## config.mk

```make
export PLATFORM = sky130hd
export DESIGN_NAME = switch_sequencer_flat
export DESIGN_NICKNAME = d
export VERILOG_FILES = /design/src/rtl/switch_sequencer_if.sv /design/src/rtl/switch_sequencer.sv /design/src/flat_wrapper.sv
export SDC_FILE = /design/constraint.sdc
export NUM_CORES = 1
export LEC_CHECK = 0
export BUFFER_PORTS_ARGS = -buffer_cell sky130_fd_sc_hd__clkbuf_2
export CAP_MARGIN = 20
export CELL_PAD_IN_SITES_DETAIL_PLACEMENT = 1
export CELL_PAD_IN_SITES_GLOBAL_PLACEMENT = 2
export CORE_MARGIN = 4
export CORE_UTILIZATION = 33
export CTS_BUF_LIST = sky130_fd_sc_hd__clkbuf_8 sky130_fd_sc_hd__clkbuf_16
export CTS_CLUSTER_SIZE = 20
export DETAILED_ROUTE_END_ITERATION = 10
export GPL_TIMING_DRIVEN = 0
export PLACE_DENSITY_LB_ADDON = 0.05
export SYNTH_ARGS = -nofsm -noshare
export SYNTH_HDL_FRONTEND = slang
export SYNTH_SLANG_ARGS = --single-unit
```

## constraint.sdc

```tcl
create_clock -name clk -period 2.1 [get_ports clk]
set_clock_uncertainty 0.1 [all_clocks]
set_input_delay 0.105 -clock clk [delete_from_list [all_inputs] [get_ports clk]]
set_output_delay 0.105 -clock clk [all_outputs]
set_load 0.01 [all_outputs]
```

## src/rtl/switch_sequencer_if.sv

```systemverilog
// -----------------------------------------------------------------------------
// switch_sequencer_if
// Host-side bundle for the photonic switch sequencer.
//   start       host -> seq   request to begin a sequence
//   stop        host -> seq   abort the running sequence
//   ch_mask     host -> seq   channels included in the sweep
//   dwell       host -> seq   idle cycles between pulses (0 behaves as 1)
//   repeats     host -> seq   number of full sweeps, 0 = run until stopped
//   toggle_en   seq -> rx     one-hot single-cycle toggle pulse
//   active_ch   seq -> host   channel currently owning the schedule
//   sweep_count seq -> host   completed sweeps (wraps)
//   busy        seq -> host   sequence in progress
//   done        seq -> host   single-cycle end-of-sequence pulse
// -----------------------------------------------------------------------------
interface switch_sequencer_if #(
   parameter int N_CH     = 4,
   parameter int DWELL_W  = 16,
   parameter int REPEAT_W = 8
);
   localparam int AW = (N_CH > 1) ? $clog2(N_CH) : 1;

   logic                start;
   logic                stop;
   logic [N_CH-1:0]     ch_mask;
   logic [DWELL_W-1:0]  dwell;
   logic [REPEAT_W-1:0] repeats;
   logic [N_CH-1:0]     toggle_en;
   logic [AW-1:0]       active_ch;
   logic [REPEAT_W-1:0] sweep_count;
   logic                busy;
   logic                done;

   // Host / configuration side.
   modport master (
      output start, stop, ch_mask, dwell, repeats,
      input  toggle_en, active_ch, sweep_count, busy, done
   );

   // Sequencer side.
   modport slave (
      input  start, stop, ch_mask, dwell, repeats,
      output toggle_en, active_ch, sweep_count, busy, done
   );
endinterface

```

## src/rtl/switch_sequencer.sv

```systemverilog
// -----------------------------------------------------------------------------
// switch_sequencer
// Issues round-robin single-cycle toggle pulses to a bank of N_CH receiver
// channels, lowest enabled index first, separated by a programmable dwell.
// Runs a programmed number of full sweeps or until stopped.
// Ports:
//   clk    core clock
//   reset  synchronous, active-high
//   bus    switch_sequencer_if.slave (config in, pulses/status out)
// -----------------------------------------------------------------------------
module switch_sequencer #(
   parameter int N_CH     = 4,
   parameter int DWELL_W  = 16,
   parameter int REPEAT_W = 8
) (
   input  logic                 clk,
   input  logic                 reset,
   switch_sequencer_if.slave    bus
);
   localparam int AW = (N_CH > 1) ? $clog2(N_CH) : 1;

   typedef enum logic [1:0] {IDLE, FIRE, DWELL, DONE} state_t;

   state_t              state, state_n;
   logic [N_CH-1:0]     mask_q;
   logic [DWELL_W-1:0]  dwell_q;
   logic [DWELL_W-1:0]  dwell_cnt;
   logic [REPEAT_W-1:0] repeats_q;
   logic [REPEAT_W-1:0] sweep_q;
   logic [REPEAT_W-1:0] sweep_inc;
   logic [AW-1:0]       active_q;
   logic [AW-1:0]       first_ch;
   logic [AW-1:0]       next_ch;
   logic                wrap;
   logic                sweep_end;
   logic                start_ok;

   assign start_ok  = bus.start && (bus.ch_mask != '0);
   assign sweep_inc = sweep_q + REPEAT_W'(1);
   assign sweep_end = wrap && (repeats_q != '0) && (sweep_inc == repeats_q);

   // Lowest set bit of the incoming mask: first channel of a new sequence.
   always_comb begin
      first_ch = '0;
      for (int i = N_CH - 1; i >= 0; i--) begin
         if (bus.ch_mask[i]) first_ch = AW'(i);
      end
   end

   // Next channel after active_q in the latched mask. The descending scan
   // leaves the lowest bit above active_q, or the lowest bit overall when
   // none is above; the latter is a wrap (also covers single-channel masks).
   always_comb begin
      logic [AW-1:0] above;
      logic [AW-1:0] lowest;
      logic          found;
      above  = '0;
      lowest = '0;
      found  = 1'b0;
      for (int i = N_CH - 1; i >= 0; i--) begin
         if (mask_q[i]) begin
            lowest = AW'(i);
            if (i > int'(active_q)) begin
               above = AW'(i);
               found = 1'b1;
            end
         end
      end
      next_ch = found ? above : lowest;
      wrap    = !found;
   end

   // NOTE: state registers use non-blocking assignments so every flop samples
   // pre-edge values regardless of process ordering.
   always_ff @(posedge clk) begin
      if (reset) state <= IDLE;
      else       state <= state_n;
   end

   // NOTE: every output of this block gets a default first, so no path through
   // the case statement can leave a signal unassigned and infer a latch.
   always_comb begin
      state_n       = state;
      bus.toggle_en = '0;
      bus.busy      = 1'b0;
      bus.done      = 1'b0;
      unique case (state)
         IDLE:  if (start_ok) state_n = FIRE;
         FIRE: begin
            bus.toggle_en = N_CH'(1) << active_q;
            bus.busy      = 1'b1;
            // stop outranks the sweep-complete decision; both end in DONE,
            // but only the non-stopped path may count the sweep (see below).
            if (bus.stop || sweep_end) state_n = DONE;
            else                       state_n = DWELL;
         end
         DWELL: begin
            bus.busy = 1'b1;
            if (bus.stop)                          state_n = DONE;
            else if (dwell_cnt == DWELL_W'(1))     state_n = FIRE;
         end
         DONE: begin
            bus.done = 1'b1;
            state_n  = IDLE;
         end
         default: state_n = IDLE;
      endcase
   end

   // Latched configuration, schedule position and counters.
   always_ff @(posedge clk) begin
      if (reset) begin
         mask_q    <= '0;
         dwell_q   <= '0;
         repeats_q <= '0;
         dwell_cnt <= '0;
         sweep_q   <= '0;
         active_q  <= '0;
      end else begin
         unique case (state)
            IDLE: if (start_ok) begin
               mask_q    <= bus.ch_mask;
               dwell_q   <= bus.dwell;
               repeats_q <= bus.repeats;
               sweep_q   <= '0;
               active_q  <= first_ch;
            end
            FIRE: if (!bus.stop) begin
               // An aborted pulse still fires but never completes a sweep.
               if (wrap) sweep_q <= sweep_inc;
               dwell_cnt <= (dwell_q == '0) ? DWELL_W'(1) : dwell_q;
            end
            DWELL: if (!bus.stop) begin
               dwell_cnt <= dwell_cnt - DWELL_W'(1);
               if (dwell_cnt == DWELL_W'(1)) active_q <= next_ch;
            end
            default: ;
         endcase
      end
   end

   assign bus.active_ch   = active_q;
   assign bus.sweep_count = sweep_q;
endmodule

```

## src/flat_wrapper.sv

```systemverilog
// flat-port wrapper written by rule: the top's interface ports become plain ports
module switch_sequencer_flat 
#(
   parameter int N_CH     = 4,
   parameter int DWELL_W  = 16,
   parameter int REPEAT_W = 8
)
  (clk, reset, bus_start, bus_stop, bus_ch_mask, bus_dwell, bus_repeats, bus_toggle_en, bus_active_ch, bus_sweep_count, bus_busy, bus_done);
  switch_sequencer_if #(.N_CH(N_CH), .DWELL_W(DWELL_W), .REPEAT_W(REPEAT_W)) bus_i ();
  input  logic clk;
  input  logic reset;
  input wire logic [$bits(bus_i.start)-1:0] bus_start;
  input wire logic [$bits(bus_i.stop)-1:0] bus_stop;
  input wire logic [$bits(bus_i.ch_mask)-1:0] bus_ch_mask;
  input wire logic [$bits(bus_i.dwell)-1:0] bus_dwell;
  input wire logic [$bits(bus_i.repeats)-1:0] bus_repeats;
  output wire logic [$bits(bus_i.toggle_en)-1:0] bus_toggle_en;
  output wire logic [$bits(bus_i.active_ch)-1:0] bus_active_ch;
  output wire logic [$bits(bus_i.sweep_count)-1:0] bus_sweep_count;
  output wire logic [$bits(bus_i.busy)-1:0] bus_busy;
  output wire logic [$bits(bus_i.done)-1:0] bus_done;
  assign bus_i.start = bus_start;
  assign bus_i.stop = bus_stop;
  assign bus_i.ch_mask = bus_ch_mask;
  assign bus_i.dwell = bus_dwell;
  assign bus_i.repeats = bus_repeats;
  assign bus_toggle_en = bus_i.toggle_en;
  assign bus_active_ch = bus_i.active_ch;
  assign bus_sweep_count = bus_i.sweep_count;
  assign bus_busy = bus_i.busy;
  assign bus_done = bus_i.done;
  switch_sequencer #(.N_CH(N_CH), .DWELL_W(DWELL_W), .REPEAT_W(REPEAT_W)) u_core (.clk(clk), .reset(reset), .bus(bus_i));
endmodule
```

Word level (Yosys, flattened, before mapping)
Index checks and enable logic that the tools add are counted.

Word-level logic and storage cells: 83. Input bits: 32. Register bits: 56. Output and inout bits: 16.

$lt $le $gt $ge: 3. Add/subtract/negate cells: 2. Mux-type cells: 41. Equal/unequal tests: 11. Shift operators: 1. Reduce and logical (&&, ||, !) cells: 18.

Operators with widths (number): 16-bit two-way mux (3); 2-bit two-way mux (21); 16-bit one-hot mux with 2 select lines (1); 8-bit two-way mux (3); 16-bit by 1-bit == test with 1-bit output, second input constant (1); 16-bit logical NOT (1); 8-bit one-hot mux with 2 select lines (1); 16-bit by 1-bit subtractor with 16-bit output, second input constant (1); 1-bit two-way mux (9); 8-bit by 1-bit adder with 8-bit output, second input constant (1); 8-bit == test (1); 2-bit one-hot mux with 4 select lines (1); 4-bit AND reduction (2); 8-bit nonzero test (1); 2-bit inequality test, second input constant (3); 2-bit nonzero test (3); 2-bit == test, second input constant (2); 2-bit > comparator, first input constant (2); 4-bit two-way mux (1); 2-bit by 1-bit inequality test with 1-bit output, second input constant (2); 2-bit one-hot mux with 2 select lines (1); 2-bit AND reduction (2); 4-bit nonzero test (1); 1-bit by 2-bit left shift with 4-bit output, first input constant (1); 9 further kinds (11).

Logic depth before layout (Yosys ltp)
Gate-level depths: netlist of the first run.

Depth after elaboration: 13. Mapped depth: 8. Gate-level depth less buffers: 7.

Least setup slack after synthesis of the first run
OpenSTA, ideal clock, no wires.

Kind: register -> register. Start: reg u_core.dwell_cnt[0]. End: reg u_core.dwell_cnt[10]. Path slack: 0.294 ns. Arrival: 1.614 ns. Data required time: 1.908 ns. Stages on the path, launching flop included: 8. Period minus slack after synthesis: 1.806 ns. Library setup time: 0.092 ns. Path through: dfxtp_1 inv_1 ha_1 or4b_4 nor3_2 nand3_1 a21boi_0 o32ai_1.

Longest elaborated chain between the ends: 3.

Ends and longest elaborated chain: start: declaration (RTL line switch_sequencer.sv:27) `logic [DWELL_W-1:0] dwell_cnt;`; start signal: assignment (RTL line switch_sequencer.sv:131) `dwell_cnt <= (dwell_q == '0) ? DWELL_W'(1) : dwell_q;`; start signal: assignment (RTL line switch_sequencer.sv:134) `dwell_cnt <= dwell_cnt - DWELL_W'(1);`; 16-bit by 1-bit subtractor with 16-bit output (RTL line switch_sequencer.sv:134); 16-bit two-way mux (RTL line switch_sequencer.sv:133) `DWELL: if (!bus.stop) begin`; 16-bit one-hot mux with 2 select lines (RTL line switch_sequencer.sv:120) `unique case (state)`.

Every way passes these cells. The select of a mux whose other input is x is not followed. A chain may end at the register's enable or synchronous reset.

Worst setup path after layout of the first run
Start: reg u_core.dwell_cnt[1]. End: reg u_core.dwell_cnt[10].

Same word-level chain as after synthesis.

==> results.toml, run 1 <==
[timing]
tightestPinTransition_ns = 0.6606
fin_crit_sh = 0.9413
max_clock_freq_mhz = 505.9
timing_max_transition_violations_final = 0
fin_crit_ns = 1.977
worst_slew_margin_rel = 0.5596
finalSetupViolations = 0
timing.final.hold_violations = 0

[global_routing]
grt_max_degree = 17
globalRouteTotalUtil = 0.2021
grt_first_pass_wirelength_um = 18350
antenna_found_initial = 0
grt_pass1_vias = 3535
global_route.overflow_total = 0

[die]
die_width_um = 105.7
fp-row-count = 35
fp.dieH_um = 105.7
floorplan.core_area_sq_um = 9284
ios = 48
initial_utilization = 0.3396
dieArea_sq_um = 11180

[power_and_ir_drop]
comb_power_share = 0.468
power.leakage_nw = 1.580
peakVddDrop_mv = 0.3464
power.density_nw_per_um2 = 1066
net_switching_fraction_of_the_power = 0.4167
cellInternalPower_w = 0.002560
power.sequential.fraction = 0.339
p_sw_w = 0.001829
pwr-share-clk = 0.193

[critical_path]
crit_family = "simple AND/OR/NAND/NOR gates"
critical_path.n_buffers_inverters = 1
r2r_start = "u_core.dwell_cnt[1]$_SDFFE_PP0P_"
crit_start = "u_core.dwell_cnt[1]$_SDFFE_PP0P_"
crit_fanout = 5
cp_launch_type = "flop"
setup_crit_path_kind = "reg2reg"
cp.required_ns = 2.23
worst_path_max_delay_cell = "or4b_4"
timing.critical_path.arrival_ns = 2.11
timing.critical_path.slowest_cell_delay_ns = 0.53
critical_path.cell_chain = "inv_1, ha_4, or4b_4, nor3_4, nand3_1, a21boi_0, o32ai_1"
worst_setup_path_end_kind = "flop"

[cts]
tritoncts_sink_count = 56
path_clk_slew_ns = 0.10
later_pin_clock_latency_in_the_skew_report_ns = 0.32
tritoncts_clock_tree = "done"
root_buffer = "clkbuf_8"
cts-root-to-sink-buffers = 2
htree_levels = 2
cts_made_buffers = 5

[placement]
gp_congestion = 0.8384
hpwl_after_detailed_placement_um = 7789
placed_instance_count = 589
port_buffers = 47

[job]
drv_cap = 0

[cells_and_area]
synthToLayoutAreaGrowth_pct = 30.60
finish.utilization = 0.4435
nets = 543
finish.cell_count_without_fillers = 633
antennaDiodeCount = 0
final_layout_size_suffix_gt1_frac = 0.2063

[yosys]
synth.area.top_cells = "dfxtp_1 36%, a21oi_1 9.0%, nand2_1 8.8%, o21ai_0 4.8%, nor2_1 3.2%"
syn-num-nets = 452
synth.yosys.seq_area_share = 0.3556
synth.yosys.warnings = 0
post-synth-top-area-fraction = 0.3556
synth_seq_cells = 56
syn-mean-instance-area_sq_um = 7.634
synth_edf_count = 0
synth_largest_area_cell = "dfxtp_1"
fraction_of_registers_with_async_set_or_reset_after_synthesis = 0
synthDistinctLibCells = 59
mappedNetlistArea_sq_um = 3153
post_synthesis_cell_count = 413
yosys_most_used_dff = "dfxtp_1"

[drt]
ant_nets = 0
detailedRoute.firstPassIterationCount = 4
avgViaCountPerCell = 5.314
detailroute.via_count = 3364
finalWirelength_um = 10900
drt_iter0_drc = 76
post_drt_wl_per_cell_um = 17.21
detail_route.drc_violations = 0

[worst_hold_path]
min_from = "bus_stop"
min_path_type = "in2reg"

[run_status]
outcome = "completed"
[per-stage QoR]
step / power [W] / instance area, sq um / TNS, ns / setup WS (ns) / hold WS [ns]
finish: 0.004389 / 4118 / 0 / 0.1232 / 0.08236
global route: 0.004746 / 4118 / -0.02122 / -0.01922 / 0.09928
detailed placement: 0.003339 / 3550 / -6.877 / -0.4133 / 0.2384
CTS: 0.004320 / 4025 / 0 / 0.001257 / 0.07923
global placement: 0.003300 / 3550 / -5.778 / -0.3740 / 0.2292
floorplan: 0.002748 / 3153 / 0 / 0.2936 / 0.1410
[cells in the final DEF (no fill, tap or decap), types with 4 or more instances in the layout]
cell type / synthesis / routed
nand2_1: 74 / 74
a21oi_1: 57 / 56
dfxtp_1: 56 / 54
clkbuf_2: 0 / 50
o21ai_0: 30 / 29
dlygate4sd3_1: 0 / 28
nor2_1: 27 / 26
nor3_1: 15 / 14
buf_4: 1 / 13
clkbuf_1: 16 / 11
inv_1: 11 / 9
nor2b_1: 8 / 8
nand4_1: 7 / 7
nand3_1: 6 / 6
xor2_1: 6 / 6
xnor2_1: 6 / 6
nand2b_1: 5 / 5
nor4_1: 5 / 5
clkbuf_8: 0 / 5
o22ai_1: 4 / 4
a41oi_1: 4 / 4
a31oi_1: 4 / 4
a211oi_1: 4 / 4
o211ai_1: 4 / 4
ha_1: 7 / 4
[registers in the layout, summed over array words and instances, names as in the netlist]
register,cells
u_core.dwell_cnt,16
u_core.dwell_q,16
u_core.bus.sweep_count,8
u_core.repeats_q,8
u_core.mask_q,4
u_core.bus.active_ch,2
u_core.state,2
[worst min-delay path, stage by stage]
cell	delay, ns
clkbuf_2	0.15
nor2_1	0.13
a211oi_1	0.07
[metal layers]
metal / wire [um] / vias up / track usage
li1: - / 1652 / -
met1: 4910 / 1625 / 0.2570
met2: 5367 / 64 / 0.3511
met3: 330 / 23 / 0.02633
met4: 288 / 0 / 0.06846
met5: 0 / - / 0
[repair_timing]
item | 4_1_cts | 5_1_grt
hold endpoints to repair | 28 | 0
endpoints found under the setup margin | 38 | 45
setup buffers | 5 | 4
hold buffers | 28 | 0
pin swaps | 1 | 2
gates resized for setup | 11 | 24
[final timing paths]
path | end | slack [ns] | cells after the start
hold reg to reg | u_core.dwell_q[0]$_SDFFE_PP0P_ | 0.37 | 2
setup reg to reg | u_core.dwell_cnt[10]$_SDFFE_PP0P_ | 0.12 | 7
hold / removal | u_core.dwell_cnt[0]$_SDFFE_PP0P_ | 0.08 | 3
setup / recovery | u_core.dwell_cnt[10]$_SDFFE_PP0P_ | 0.12 | 7
[synthesized netlist by cell type (2+ instances only)]
library cell / instances
nand3_1: 6
inv_1: 11
mux2i_1: 2
nand4_1: 7
nor2b_1: 8
a31oi_1: 4
dfxtp_1: 56
nor3_4: 2
nor3_2: 2
o22ai_1: 4
clkbuf_1: 16
nor3_1: 15
nand2_1: 74
nor2_1: 27
a21oi_1: 57
o21a_1: 3
xor2_1: 6
nand2b_1: 5
buf_2: 6
nor4_1: 5
and2b_2: 2
or3_1: 3
o211ai_1: 4
ha_1: 7
o41ai_1: 2
a41oi_1: 4
and3_1: 2
a211oi_1: 4
nand3b_1: 2
a311oi_1: 2
o32ai_1: 3
xnor2_1: 6
o21ai_0: 30
[kinds of logic (layout without fill, tap and decap cells)]
logic type | Yosys count | in the layout | share of synthesized area
AND/OR/NAND/NOR | 171 | 171 | 0.2750
AO/OA/AOI/OAI | 130 | 130 | 0.2544
flip-flops | 56 | 56 | 0.3556
buffers and inverters | 35 | 126 | 0.04762
XOR/XNOR | 12 | 12 | 0.03333
adder cells (fa/ha/maj) | 7 | 7 | 0.02778
multiplexers | 2 | 2 | 0.006349
[power by group through the flow]
stage / Combinational [W] / Clock [W] / Sequential [W]
after floorplan: 0.00131 / 0 / 0.00143
after global placement: 0.00180 / 0 / 0.00150
after detailed placement: 0.00183 / 0 / 0.00151
after CTS: 0.00196 / 0.000873 / 0.00148
after global routing: 0.00231 / 0.000911 / 0.00152
final: 0.00205 / 0.000847 / 0.00149
[area by class of cell]
type,instances,area (sq um)
fillers,1174,5166
multi-input cells,322,1939
flip-flops and latches,56,1124
repair buffers,84,583.1
well taps,129,161.4
plain buffers,24,136.4
clock buffers,5,68.82
clock inverters,2,60.06
inverters,11,45.04
(Power assumes the default switching activity.)
==> inputs of run 2 (changes only) <==
--- a/config.mk
+++ b/config.mk
@@ -10,12 +10,12 @@
 export CELL_PAD_IN_SITES_DETAIL_PLACEMENT = 1
 export CELL_PAD_IN_SITES_GLOBAL_PLACEMENT = 2
 export CORE_MARGIN = 4
-export CORE_UTILIZATION = 33
+export CORE_UTILIZATION = 25
 export CTS_BUF_LIST = sky130_fd_sc_hd__clkbuf_8 sky130_fd_sc_hd__clkbuf_16
 export CTS_CLUSTER_SIZE = 20
 export DETAILED_ROUTE_END_ITERATION = 10
 export GPL_TIMING_DRIVEN = 0
-export PLACE_DENSITY_LB_ADDON = 0.05
+export PLACE_DENSITY = 0.7
 export SYNTH_ARGS = -nofsm -noshare
 export SYNTH_HDL_FRONTEND = slang
 export SYNTH_SLANG_ARGS = --single-unit
==> results.toml, run 2 (synthesis results as in run 1) <==
[worst_hold_path]
min_from = "bus_ch_mask[2]"
hold_path_end = "u_core.mask_q[2]$_SDFFE_PP0P_"
min_path_type = "in2reg"
hold_depth = 3

[drt]
detailroute.via_count = 3318
avgViaCountPerCell = 4.967
finalWirelength_um = 11030
post_drt_wl_per_cell_um = 16.51
detailedRoute.firstPassIterationCount = 4
ant_nets = 0
drt_iter0_drc = 174
detail_route.drc_violations = 0

[cts]
later_pin_clock_latency_in_the_skew_report_ns = 0.30
cts-root-to-sink-buffers = 2
cts_made_buffers = 5
tritoncts_clock_tree = "done"
root_buffer = "clkbuf_16"
htree_levels = 2
path_clk_slew_ns = 0.08
tritoncts_sink_count = 56

[timing]
fin_crit_sh = 0.9455
timing_max_transition_violations_final = 0
timing.setup.tns_ns = 0
setup_ws_ns = 0.1145
setup_repair_after_global_routing_missed_its_margin = "false"
timing.final.hold_violations = 0
finalSetupViolations = 0
max_clock_freq_mhz = 503.7
fin_crit_ns = 1.985
worst_slew_margin_rel = 0.5503
tightestPinTransition_ns = 0.6745

[critical_path]
critical_path.n_buffers_inverters = 2
worst_r2r_path_depth = 7
ff2ff_setup_slack_ns = 0.11
setup_crit_path_kind = "reg2reg"
critical_path.cell_chain = "inv_1, ha_1, inv_1, or3_1, o31a_2, o21ai_0, a21oi_1"
cp_launch_type = "flop"
timing.critical_path.slowest_cell_delay_ns = 0.42
crit_fanout = 6
timing.critical_path.arrival_ns = 2.05
r2r_start = "u_core.state[1]$_SDFFE_PP0P_"
crit_family = "compound AO/OA/AOI/OAI gates"
cp.required_ns = 2.17
crit_path_frequent_cell = "inv_1"
reg_to_reg_end = "u_core.bus.sweep_count[2]$_SDFFE_PP0P_"
worst_path_max_delay_cell = "or3_1"
worst_setup_path_end_kind = "flop"

[cells_and_area]
biggestRegsByFlops = "u_core.dwell_cnt: 16 flops, u_core.dwell_q: 16 flops"
final_common_cell = "nand2_1"
nets = 538
seq_area_sq_um = 1126
final_layout_size_suffix_gt1_frac = 0.2060
highest_count_cells_in_the_layout_ignoring_fill_and_taps = "74 x nand2_1, 56 x a21oi_1, 52 x dfxtp_1, 49 x clkbuf_2, 28 x o21ai_0"
footprint_of_the_multi_input_gates_sq_um = 1933
num-fill-cells = 1493
synthToLayoutAreaGrowth_pct = 31.98
antennaDiodeCount = 0

[power_and_ir_drop]
net_switching_fraction_of_the_power = 0.4110
pwr-share-clk = 0.222
p_sw_w = 0.001871
power.sequential.fraction = 0.327
power.density_nw_per_um2 = 1094
power.total_w = 0.004552
power.leakage_nw = 1.577
cellInternalPower_w = 0.002681
peakVddDrop_mv = 0.3889
comb_power_share = 0.451

[global_routing]
grt_pass1_vias = 3380
grt_max_degree = 18
antenna_found_initial = 0
globalRouteTotalUtil = 0.1544
global_route.overflow_total = 0
grt_first_pass_wirelength_um = 18080

[die]
ios = 48
initial_utilization = 0.2593
fp.dieH_um = 120.3
floorplan.core_area_sq_um = 12160
die_width_um = 120.3
dieArea_sq_um = 14470
fp-row-count = 40

[placement]
hpwl_after_detailed_placement_um = 7988
gp_congestion = 0.8239
port_buffers = 47
pre_cts_ws_ns = -0.4365

[job]
drv_cap = 0

[run_status]
outcome = "completed"
-- run 2: cell types whose count changed in the layout (fill, tap and decap cells not counted), moves of 2 or more --
cell | previous run | this run
buf_2 | 1 | 3
buf_4 | 13 | 10
clkbuf_16 | 0 | 5
clkbuf_8 | 5 | 1
dfxtp_1 | 54 | 52
dfxtp_2 | 2 | 4
dlygate4sd3_1 | 28 | 24
-- run 2: layout make-up --
type                            count  share of cell area
Buffer                             24             0.03217
Clock buffer                        6             0.03337
Clock inverter                      2            0.009321
Inverter                           11             0.01082
Multi-Input combinational cell    322              0.4645
Sequential cell                    56              0.2706
Tap cell                          168             0.05051
Timing Repair Buffer               79              0.1287
-- run 2: stage by stage --
stage | cell area (sq um) | utilization | cells | hold WS, ns
after CTS | 4088 | 0.3361 | 665 | 0.008579
final | 4161 | 0.3422 | 668 | 0.008898
after detailed placement | 3598 | 0.2959 | 628 | 0.2371
after global placement | 3598 | 0.2959 | 628 | 0.2291
after global routing | 4161 | 0.3422 | 668 | 0.01778
after floorplan | 3153 | - | 413 | 0.1410
-- run 2: worst max-delay path by stage --
stage / from / slack (ns) / end / depth (start not counted)
after floorplan: u_core.dwell_cnt[0]$_SDFFE_PP0P_ / 0.29 / u_core.dwell_cnt[10]$_SDFFE_PP0P_ / 7
after global placement: u_core.state[1]$_SDFFE_PP0P_ / -0.43 / u_core.dwell_cnt[5]$_SDFFE_PP0P_ / 8
after detailed placement: u_core.state[1]$_SDFFE_PP0P_ / -0.44 / u_core.dwell_cnt[13]$_SDFFE_PP0P_ / 8
after CTS: u_core.state[0]$_SDFFE_PP0P_ / 0.006 / u_core.dwell_cnt[13]$_SDFFE_PP0P_ / 7
after global routing: u_core.state[0]$_SDFFE_PP0P_ / 0.009 / u_core.bus.active_ch[1]$_SDFFE_PP0P_ / 7
final: u_core.state[1]$_SDFFE_PP0P_ / 0.11 / u_core.bus.sweep_count[2]$_SDFFE_PP0P_ / 7
-- run 2: layer usage --
metal | track usage | routed length (um)
met1 | 0.2025 | 5242
met2 | 0.2712 | 5367
met3 | 0.02292 | 305
met4 | 0.02904 | 112
met5 | 0 | 0
-- run 2: timing repair --
action | in CTS | in global routing
hold buffers | 24 | 0
gates cloned | 0 | 0
setup endpoints to repair | 38 | 39
gates resized for setup | 12 | 20
hold endpoints to repair | 24 | 0
buffers inserted | 5 | 3
pin swaps | 1 | 1
-- run 2: tightest hold or removal path, cell delays in order --
cell and delay, ns:
clkbuf_2 0.13, nand2_1 0.07, a21oi_1 0.05
-- run 2: power groups by stage --
stage	combinational, W	clock [W]	sequential [W]
floorplan	0.00131	0	0.00143
global placement	0.00181	0	0.00150
detailed placement	0.00184	0	0.00150
CTS	0.00197	0.00104	0.00148
global route	0.00227	0.00107	0.00152
finish	0.00205	0.00101	0.00149
